`config.mk`:
```
export PLATFORM = sky130hd
export DESIGN_NAME = fc1_mem_read_flat
export DESIGN_NICKNAME = d
export VERILOG_FILES = /design/src/rtl/fc_pkg.sv /design/src/rtl/fc1_mem_read_if.sv /design/src/rtl/fc_valid_pipe.sv /design/src/rtl/fc1_mem_read.sv /design/src/flat_wrapper.sv
export SDC_FILE = /design/constraint.sdc
export NUM_CORES = 1
export LEC_CHECK = 0
export BUFFER_PORTS_ARGS = -buffer_cell sky130_fd_sc_hd__buf_2
export CORE_MARGIN = 1
export CORE_UTILIZATION = 40
export DETAILED_ROUTE_END_ITERATION = 8
export REMOVE_ABC_BUFFERS = 1
export SLEW_MARGIN = 5
export SYNTH_ARGS = -nofsm -noshare
export SYNTH_HDL_FRONTEND = slang
export SYNTH_HIERARCHICAL = 1
export SYNTH_SLANG_ARGS = --single-unit
```
`constraint.sdc`:
```
create_clock -name clk -period 2.9 [get_ports clk]
set_input_delay 0.145 -clock clk [delete_from_list [all_inputs] [get_ports clk]]
set_output_delay 0.145 -clock clk [all_outputs]
set_load 0.02 [all_outputs]
```
`src/rtl/fc_pkg.sv`:
```
// Shared definitions for the fully connected layer read sequencers:
// state encoding, layer dimensions and the weight address helper.
package fc_pkg;

    typedef enum logic [2:0] {
        IDLE,
        READ,
        DRAIN,
        WRITE,
        DONE
    } fc_state_t;

    localparam int FC1_N_IN  = 16;
    localparam int FC1_N_OUT = 10;

    localparam int FC1_P2_AW  = $clog2(FC1_N_IN);
    localparam int FC1_W_AW   = $clog2(FC1_N_IN * FC1_N_OUT);
    localparam int FC1_OUT_AW = $clog2(FC1_N_OUT);

    // Deepest memory read latency the sequencer is built to cover.
    localparam int FC_MEM_LAT_MAX = 3;

    // Weight memory is laid out neuron-major: row n holds that neuron's inputs.
    function automatic int fcWeightIndex(input int n, input int i, input int nIn);
        return n * nIn + i;
    endfunction

endpackage

```
`src/rtl/fc1_mem_read_if.sv`:
```
// Bus between the FC1 read sequencer and the memories / MAC it controls.
// The sequencer is the slave side: it takes start and drives everything else.
interface fc1_mem_read_if
    import fc_pkg::*;
#(
    parameter int N_IN  = FC1_N_IN,
    parameter int N_OUT = FC1_N_OUT
);

    localparam int P2_AW  = $clog2(N_IN);
    localparam int W_AW   = $clog2(N_IN * N_OUT);
    localparam int OUT_AW = $clog2(N_OUT);

    logic              start;
    logic [P2_AW-1:0]  p2_addr;
    logic [W_AW-1:0]   w_addr;
    logic              rd_en;
    logic              acc_clr;
    logic              acc_en;
    logic              out_wr;
    logic [OUT_AW-1:0] out_addr;
    logic              busy;
    logic              done;

    modport slave (
        input  start,
        output p2_addr,
        output w_addr,
        output rd_en,
        output acc_clr,
        output acc_en,
        output out_wr,
        output out_addr,
        output busy,
        output done
    );

    modport master (
        output start,
        input  p2_addr,
        input  w_addr,
        input  rd_en,
        input  acc_clr,
        input  acc_en,
        input  out_wr,
        input  out_addr,
        input  busy,
        input  done
    );

endinterface

```
`src/rtl/fc_valid_pipe.sv`:
```
// Delay line that carries {valid, clear} from the read issue point to the
// MAC, matching the read latency of the activation and weight memories.
module fc_valid_pipe #(
    parameter int DEPTH = 1
) (
    input  logic       clk,
    input  logic       reset,
    input  logic [1:0] i_din,
    output logic [1:0] o_dout
);

    logic [1:0] r_stage [DEPTH];

    // Shift one stage per clock; reset flushes every stage so no stale strobe escapes.
    always_ff @(posedge clk) begin
        if (reset) begin
            for (int k = 0; k < DEPTH; k++) begin
                r_stage[k] <= 2'b00;
            end
        end else begin
            r_stage[0] <= i_din;
            for (int k = 1; k < DEPTH; k++) begin
                r_stage[k] <= r_stage[k-1];
            end
        end
    end

    assign o_dout = r_stage[DEPTH-1];

endmodule

```
`src/rtl/fc1_mem_read.sv`:
```
// FC1 read sequencer: for every output neuron, streams all pooled
// activations with the matching weight address, then lets the last product
// drain through the memory latency and issues one result write.
// Every output is a register; the FSM computes next-cycle output values
// alongside the next state so nothing combinational reaches a port.
module fc1_mem_read
    import fc_pkg::*;
#(
    parameter int N_IN    = FC1_N_IN,
    parameter int N_OUT   = FC1_N_OUT,
    parameter int MEM_LAT = 1
) (
    input  logic           clk,
    input  logic           reset,
    fc1_mem_read_if.slave  bus
);

    localparam int P2_AW  = $clog2(N_IN);
    localparam int W_AW   = $clog2(N_IN * N_OUT);
    localparam int OUT_AW = $clog2(N_OUT);

    fc_state_t         r_state;
    logic [P2_AW-1:0]  r_i;
    logic [OUT_AW-1:0] r_n;
    logic [1:0]        r_drain;

    logic              r_rdEn;
    logic [P2_AW-1:0]  r_p2Addr;
    logic [W_AW-1:0]   r_wAddr;
    logic              r_outWr;
    logic [OUT_AW-1:0] r_outAddr;
    logic              r_busy;
    logic              r_done;

    logic [P2_AW-1:0]  w_nextI;
    logic [W_AW-1:0]   w_nextWAddr;
    logic [W_AW-1:0]   w_nextRowAddr;
    logic [1:0]        w_pipeIn;
    logic [1:0]        w_pipeOut;

    // Addresses for the next read are formed from the registered counters,
    // so the multiply sits between flops and never sees a wrapped value.
    assign w_nextI       = r_i + 1'b1;
    assign w_nextWAddr   = W_AW'(fcWeightIndex(int'(r_n), int'(w_nextI), N_IN));
    assign w_nextRowAddr = W_AW'(fcWeightIndex(int'(r_n) + 1, 0, N_IN));

    // The first read of a neuron is the one at activation address 0.
    assign w_pipeIn = {r_rdEn, r_rdEn && (r_p2Addr == '0)};

    fc_valid_pipe #(
        .DEPTH (MEM_LAT)
    ) u_validPipe (
        .clk    (clk),
        .reset  (reset),
        .i_din  (w_pipeIn),
        .o_dout (w_pipeOut)
    );

    // Sequencer FSM: state, counters and all registered outputs move together.
    always_ff @(posedge clk) begin
        if (reset) begin
            r_state   <= IDLE;
            r_i       <= '0;
            r_n       <= '0;
            r_drain   <= '0;
            r_rdEn    <= 1'b0;
            r_p2Addr  <= '0;
            r_wAddr   <= '0;
            r_outWr   <= 1'b0;
            r_outAddr <= '0;
            r_busy    <= 1'b0;
            r_done    <= 1'b0;
        end else begin
            r_outWr <= 1'b0;
            unique case (r_state)
                IDLE, DONE: begin
                    if (bus.start) begin
                        r_state  <= READ;
                        r_i      <= '0;
                        r_n      <= '0;
                        r_rdEn   <= 1'b1;
                        r_p2Addr <= '0;
                        r_wAddr  <= '0;
                        r_busy   <= 1'b1;
                        r_done   <= 1'b0;
                    end
                end
                READ: begin
                    if (r_i == P2_AW'(N_IN - 1)) begin
                        r_i     <= '0;
                        r_drain <= '0;
                        r_rdEn  <= 1'b0;
                        r_state <= DRAIN;
                    end else begin
                        r_i      <= w_nextI;
                        r_p2Addr <= w_nextI;
                        r_wAddr  <= w_nextWAddr;
                    end
                end
                DRAIN: begin
                    if (r_drain == 2'(MEM_LAT - 1)) begin
                        r_state   <= WRITE;
                        r_outWr   <= 1'b1;
                        r_outAddr <= r_n;
                    end else begin
                        r_drain <= r_drain + 1'b1;
                    end
                end
                WRITE: begin
                    if (r_n == OUT_AW'(N_OUT - 1)) begin
                        r_state <= DONE;
                        r_busy  <= 1'b0;
                        r_done  <= 1'b1;
                    end else begin
                        r_n      <= r_n + 1'b1;
                        r_state  <= READ;
                        r_rdEn   <= 1'b1;
                        r_p2Addr <= '0;
                        r_wAddr  <= w_nextRowAddr;
                    end
                end
                default: begin
                    r_state <= IDLE;
                end
            endcase
        end
    end

    assign bus.p2_addr  = r_p2Addr;
    assign bus.w_addr   = r_wAddr;
    assign bus.rd_en    = r_rdEn;
    assign bus.acc_en   = w_pipeOut[1];
    assign bus.acc_clr  = w_pipeOut[0];
    assign bus.out_wr   = r_outWr;
    assign bus.out_addr = r_outAddr;
    assign bus.busy     = r_busy;
    assign bus.done     = r_done;

endmodule
```
`src/flat_wrapper.sv`:
```
// flat-port wrapper written by rule: the top's interface ports become plain ports
module fc1_mem_read_flat import fc_pkg::*;
#(
    parameter int N_IN    = FC1_N_IN,
    parameter int N_OUT   = FC1_N_OUT,
    parameter int MEM_LAT = 1
)
  (clk, reset, bus_start, bus_p2_addr, bus_w_addr, bus_rd_en, bus_acc_clr, bus_acc_en, bus_out_wr, bus_out_addr, bus_busy, bus_done);
  fc1_mem_read_if #(.N_IN(N_IN), .N_OUT(N_OUT)) bus_i ();
  input  logic clk;
  input  logic reset;
  input wire logic [$bits(bus_i.start)-1:0] bus_start;
  output wire logic [$bits(bus_i.p2_addr)-1:0] bus_p2_addr;
  output wire logic [$bits(bus_i.w_addr)-1:0] bus_w_addr;
  output wire logic [$bits(bus_i.rd_en)-1:0] bus_rd_en;
  output wire logic [$bits(bus_i.acc_clr)-1:0] bus_acc_clr;
  output wire logic [$bits(bus_i.acc_en)-1:0] bus_acc_en;
  output wire logic [$bits(bus_i.out_wr)-1:0] bus_out_wr;
  output wire logic [$bits(bus_i.out_addr)-1:0] bus_out_addr;
  output wire logic [$bits(bus_i.busy)-1:0] bus_busy;
  output wire logic [$bits(bus_i.done)-1:0] bus_done;
  assign bus_i.start = bus_start;
  assign bus_p2_addr = bus_i.p2_addr;
  assign bus_w_addr = bus_i.w_addr;
  assign bus_rd_en = bus_i.rd_en;
  assign bus_acc_clr = bus_i.acc_clr;
  assign bus_acc_en = bus_i.acc_en;
  assign bus_out_wr = bus_i.out_wr;
  assign bus_out_addr = bus_i.out_addr;
  assign bus_busy = bus_i.busy;
  assign bus_done = bus_i.done;
  fc1_mem_read #(.N_IN(N_IN), .N_OUT(N_OUT), .MEM_LAT(MEM_LAT)) u_core (.clk(clk), .reset(reset), .bus(bus_i));
endmodule
```
==> impl_metrics.csv <==
group,metric,value,unit
route,antenna_left,0,
cts,clk_latency,0.28,ns
yosys,ys_types,44,
cts,cts_setup_buffers,0,
route,drt_iter0_drc,72,
floorplan,die_area,4250,um2
power,peakVddDrop,0.284,mV
place,gp_congestion,0.756,
worst_setup_path,slowest_delay,0.64,ns
floorplan,core-area,3740,um2
worst_setup_path,critical-path-slowest-cell,"dfxtp_1",
sta,rsz0062_at_grt,"false",
sta,setup_viol,0,
yosys,ys_warn_count,6,
grt,grt_pass1_wl,5750,um
worst_setup_path,critPathMaxFanout,18,
route,dr_total_vias,1317,
run_status,outcome,"completed",
floorplan,ios,25,
yosys,synthFlopType,"dfxtp_1",
job,cap_violations,0,
yosys,synth_area_per_cell,9.13,um2
worst_setup_path,worstPathRequired,3.11,ns
route,dr.pass1.iters,4,
worst_setup_path,criticalPathCategory,"reg2reg",
final_layout,nFillCells,369,
sta,clock.fmax,535,MHz
place,hpwlAfterDp,2500,um
final_layout,areaGrowthSynthToFinish,14.0,%
worst_hold_path,hp-class,"in2reg",
sta,fin_crit_sh,0.644,
worst_setup_path,path_buf_inv,0,
final_layout,fin_nets,203,
route,drcViolationCount,0,
cts,ctsHoldBuffers,0,
grt,grt_pass1_vias,1310,
sta,slew_headroom,0.618,
worst_setup_path,reg2regPathDepth,4,
final_layout,final_cells,245,
final_layout,multi_input_area,830,um2
place,place_area,1720,um2
cts,post_cts_resized,0,
worst_setup_path,end_kind,"flip-flop",
worst_hold_path,whs_path_depth,2,
cts,cts_buffers,5,
sta,fin_skew,0.00257,ns
yosys,yosysSeqAreaShare,0.439,
route,via_per_inst,5.38,
final_layout,diodes,0,
place,dp_slack,1.04,ns
yosys,ys_ff_latch,35,
sta,fin_ws,1.03,ns
route,wl_per_cell,14.0,um
sta,fin_tns_setup,0,ns
power,powerDensity,804,nW/um2
power,leakagePower,0.738,nW
worst_setup_path,crit_path_start_kind,"flip-flop",
grt,grt-ovfl-total,0,
cts,cts_tree,"done",
grt,grt_antenna_before_repair,0,
cts,clock-sinks,35,
place,dp.cells,237,
sta,post-route-min-period,1.87,ns
worst_setup_path,path_depth,4,
worst_setup_path,path_cells,"or3b_1 -> nor2_2 -> or4_1 -> a21oi_1",
grt,grt_max_degree,33,
worst_setup_path,crit_family,"simple AND/OR/NAND/NOR gates",
floorplan,std_cell_rows,22,
worst_setup_path,arrival,2.08,ns
final_layout,register_area,701,um2
cts,cts_max_path_buffers,2,
final_layout,drive_above_1_share,0.203,
place,io_buffers,24,
yosys,ys_async_sr_fraction,0,
cts,cts-root-buf,"clkbuf_8",
route,routed_wl,3430,um
yosys,synthCells,175,
final_layout,fin_area,1820,um2
floorplan,die_w,65.2,um
floorplan,start_util,0.427,
floorplan,die_y,65.2,um
yosys,syn-cell-area,1600,um2
yosys,synth_edf_count,0,
sta,drv_slew,0,
cts,clkSlewWorstSetupHoldPaths,0.06,ns
grt,track_usage,0.183,
sta,hold_violations,0,
sta,worstMarginPinSlew,0.573,ns
cts,h-tree-depth,2,
[worst paths after layout]
path / start / endpoint / slack (ns)
worst max-delay path: u_core/r_state[1]$_SDFFE_PP0P_ / u_core/bus.w_addr[6]$_SDFFE_PP0P_ / 1.03
worst min-delay path: reset / u_core/r_n[1]$_SDFFE_PP0P_ / 0.34
worst max register to register: u_core/r_state[1]$_SDFFE_PP0P_ / u_core/bus.w_addr[6]$_SDFFE_PP0P_ / 1.03
worst min register to register: u_core/bus.w_addr[3]$_SDFFE_PP0P_ / u_core/bus.w_addr[3]$_SDFFE_PP0P_ / 0.44
[per-stage QoR]
stage / util / hold slack (ns) / power, mW
2_1_floorplan: - / 0.214 / 0.962
3_3_place_gp: 0.460 / 0.429 / 1.08
3_5_place_dp: 0.460 / 0.433 / 1.10
4_1_cts: 0.487 / 0.338 / 1.48
5_1_grt: 0.487 / 0.352 / 1.56
6_report: 0.487 / 0.337 / 1.46
[state kept, by name (all words and copies together) (netlist names)]
name / count
u_core/bus.w_addr: 8
u_core/bus.out_addr: 4
u_core/bus.p2_addr: 4
u_core/r_i: 4
u_core/r_n: 4
u_core/r_state: 3
u_core/r_drain: 2
u_core/u_validPipe/r_stage: 2
u_core/bus.busy: 1
u_core/bus.done: 1
u_core/bus.out_wr: 1
u_core/bus.rd_en: 1
[synth_stat cells, types with 2 or more instances]
master     number  area [um2]
buf_6           2        22.5
xnor2_1         4        35.0
a21oi_1        14        70.1
nand2b_1        3        18.8
a22o_1          2        17.5
inv_1           3        11.3
dfxtp_1        35         701
nand3b_1        5        37.5
ha_1            4        50.1
or4_1           4        30.0
nor3_1          8        40.0
nor3b_1         3        22.5
nand2_1         6        22.5
a221o_1         2        20.0
nor2_1         21        78.8
clkbuf_1        5        18.8
a21o_1          4        30.0
xor2_1          3        26.3
mux2i_1         4        40.0
buf_2           3        15.0
nor2b_1         3        18.8
a22oi_1         2        15.0
o2bb2ai_1       3        26.3
nand3_1         3        15.0
o21ai_0         9        45.0
nor4_1          2        12.5
[kinds of logic after synthesis]
| group | share of synthesized area |
|---|---|
| multiplexers | 0.0321 |
| adder cells (fa/ha/maj) | 0.0313 |
| AND/OR/NAND/NOR | 0.257 |
| flip-flops | 0.439 |
| AO/OA/AOI/OAI | 0.161 |
| XOR/XNOR | 0.0384 |
| buffers and inverters | 0.0423 |
[metal layers]
metal / share of wire / track usage / routed length [um] / vias up
li1: - / - / - / 668
met1: 0.43 / 0.196 / 1460 / 619
met2: 0.52 / 0.321 / 1770 / 24
met3: 0.036 / 0.0573 / 125 / 6
met4: 0.020 / 0.0897 / 69 / 0
met5: 0 / 0 / 0 / -
[placed cells by master, fill, tap and decap left out, types with 4 or more instances in the layout]
master and instances:
nand3b_1 5, ha_1 4, a21oi_1 14, nor3_1 8
xnor2_1 4, dfxtp_1 35, a21o_1 4, nand2_1 6
clkbuf_8 7, mux2i_1 4, o21ai_0 9, buf_2 24
nor2_1 21, or4_1 4
[worst reg2reg max path, stage by stage (launching register included)]
cell     delay (ns)
dfxtp_1        0.64
or3b_1         0.35
nor2_2         0.13
or4_1          0.51
a21oi_1        0.16
[report_power, final]
| part | switching [mW] | internal (mW) |
|---|---|---|
| registers | 0.0851 | 0.545 |
| clock network | 0.161 | 0.216 |
| logic | 0.270 | 0.186 |
[area by class of cell]
type,count,area share
clock buffer,8,0.0549
inverter,3,0.00618
multi-input combinational,127,0.455
sequential,35,0.385
tap,48,0.0330
timing repair buffer,24,0.0659
No activity file was read; power rests on OpenSTA's default activity.
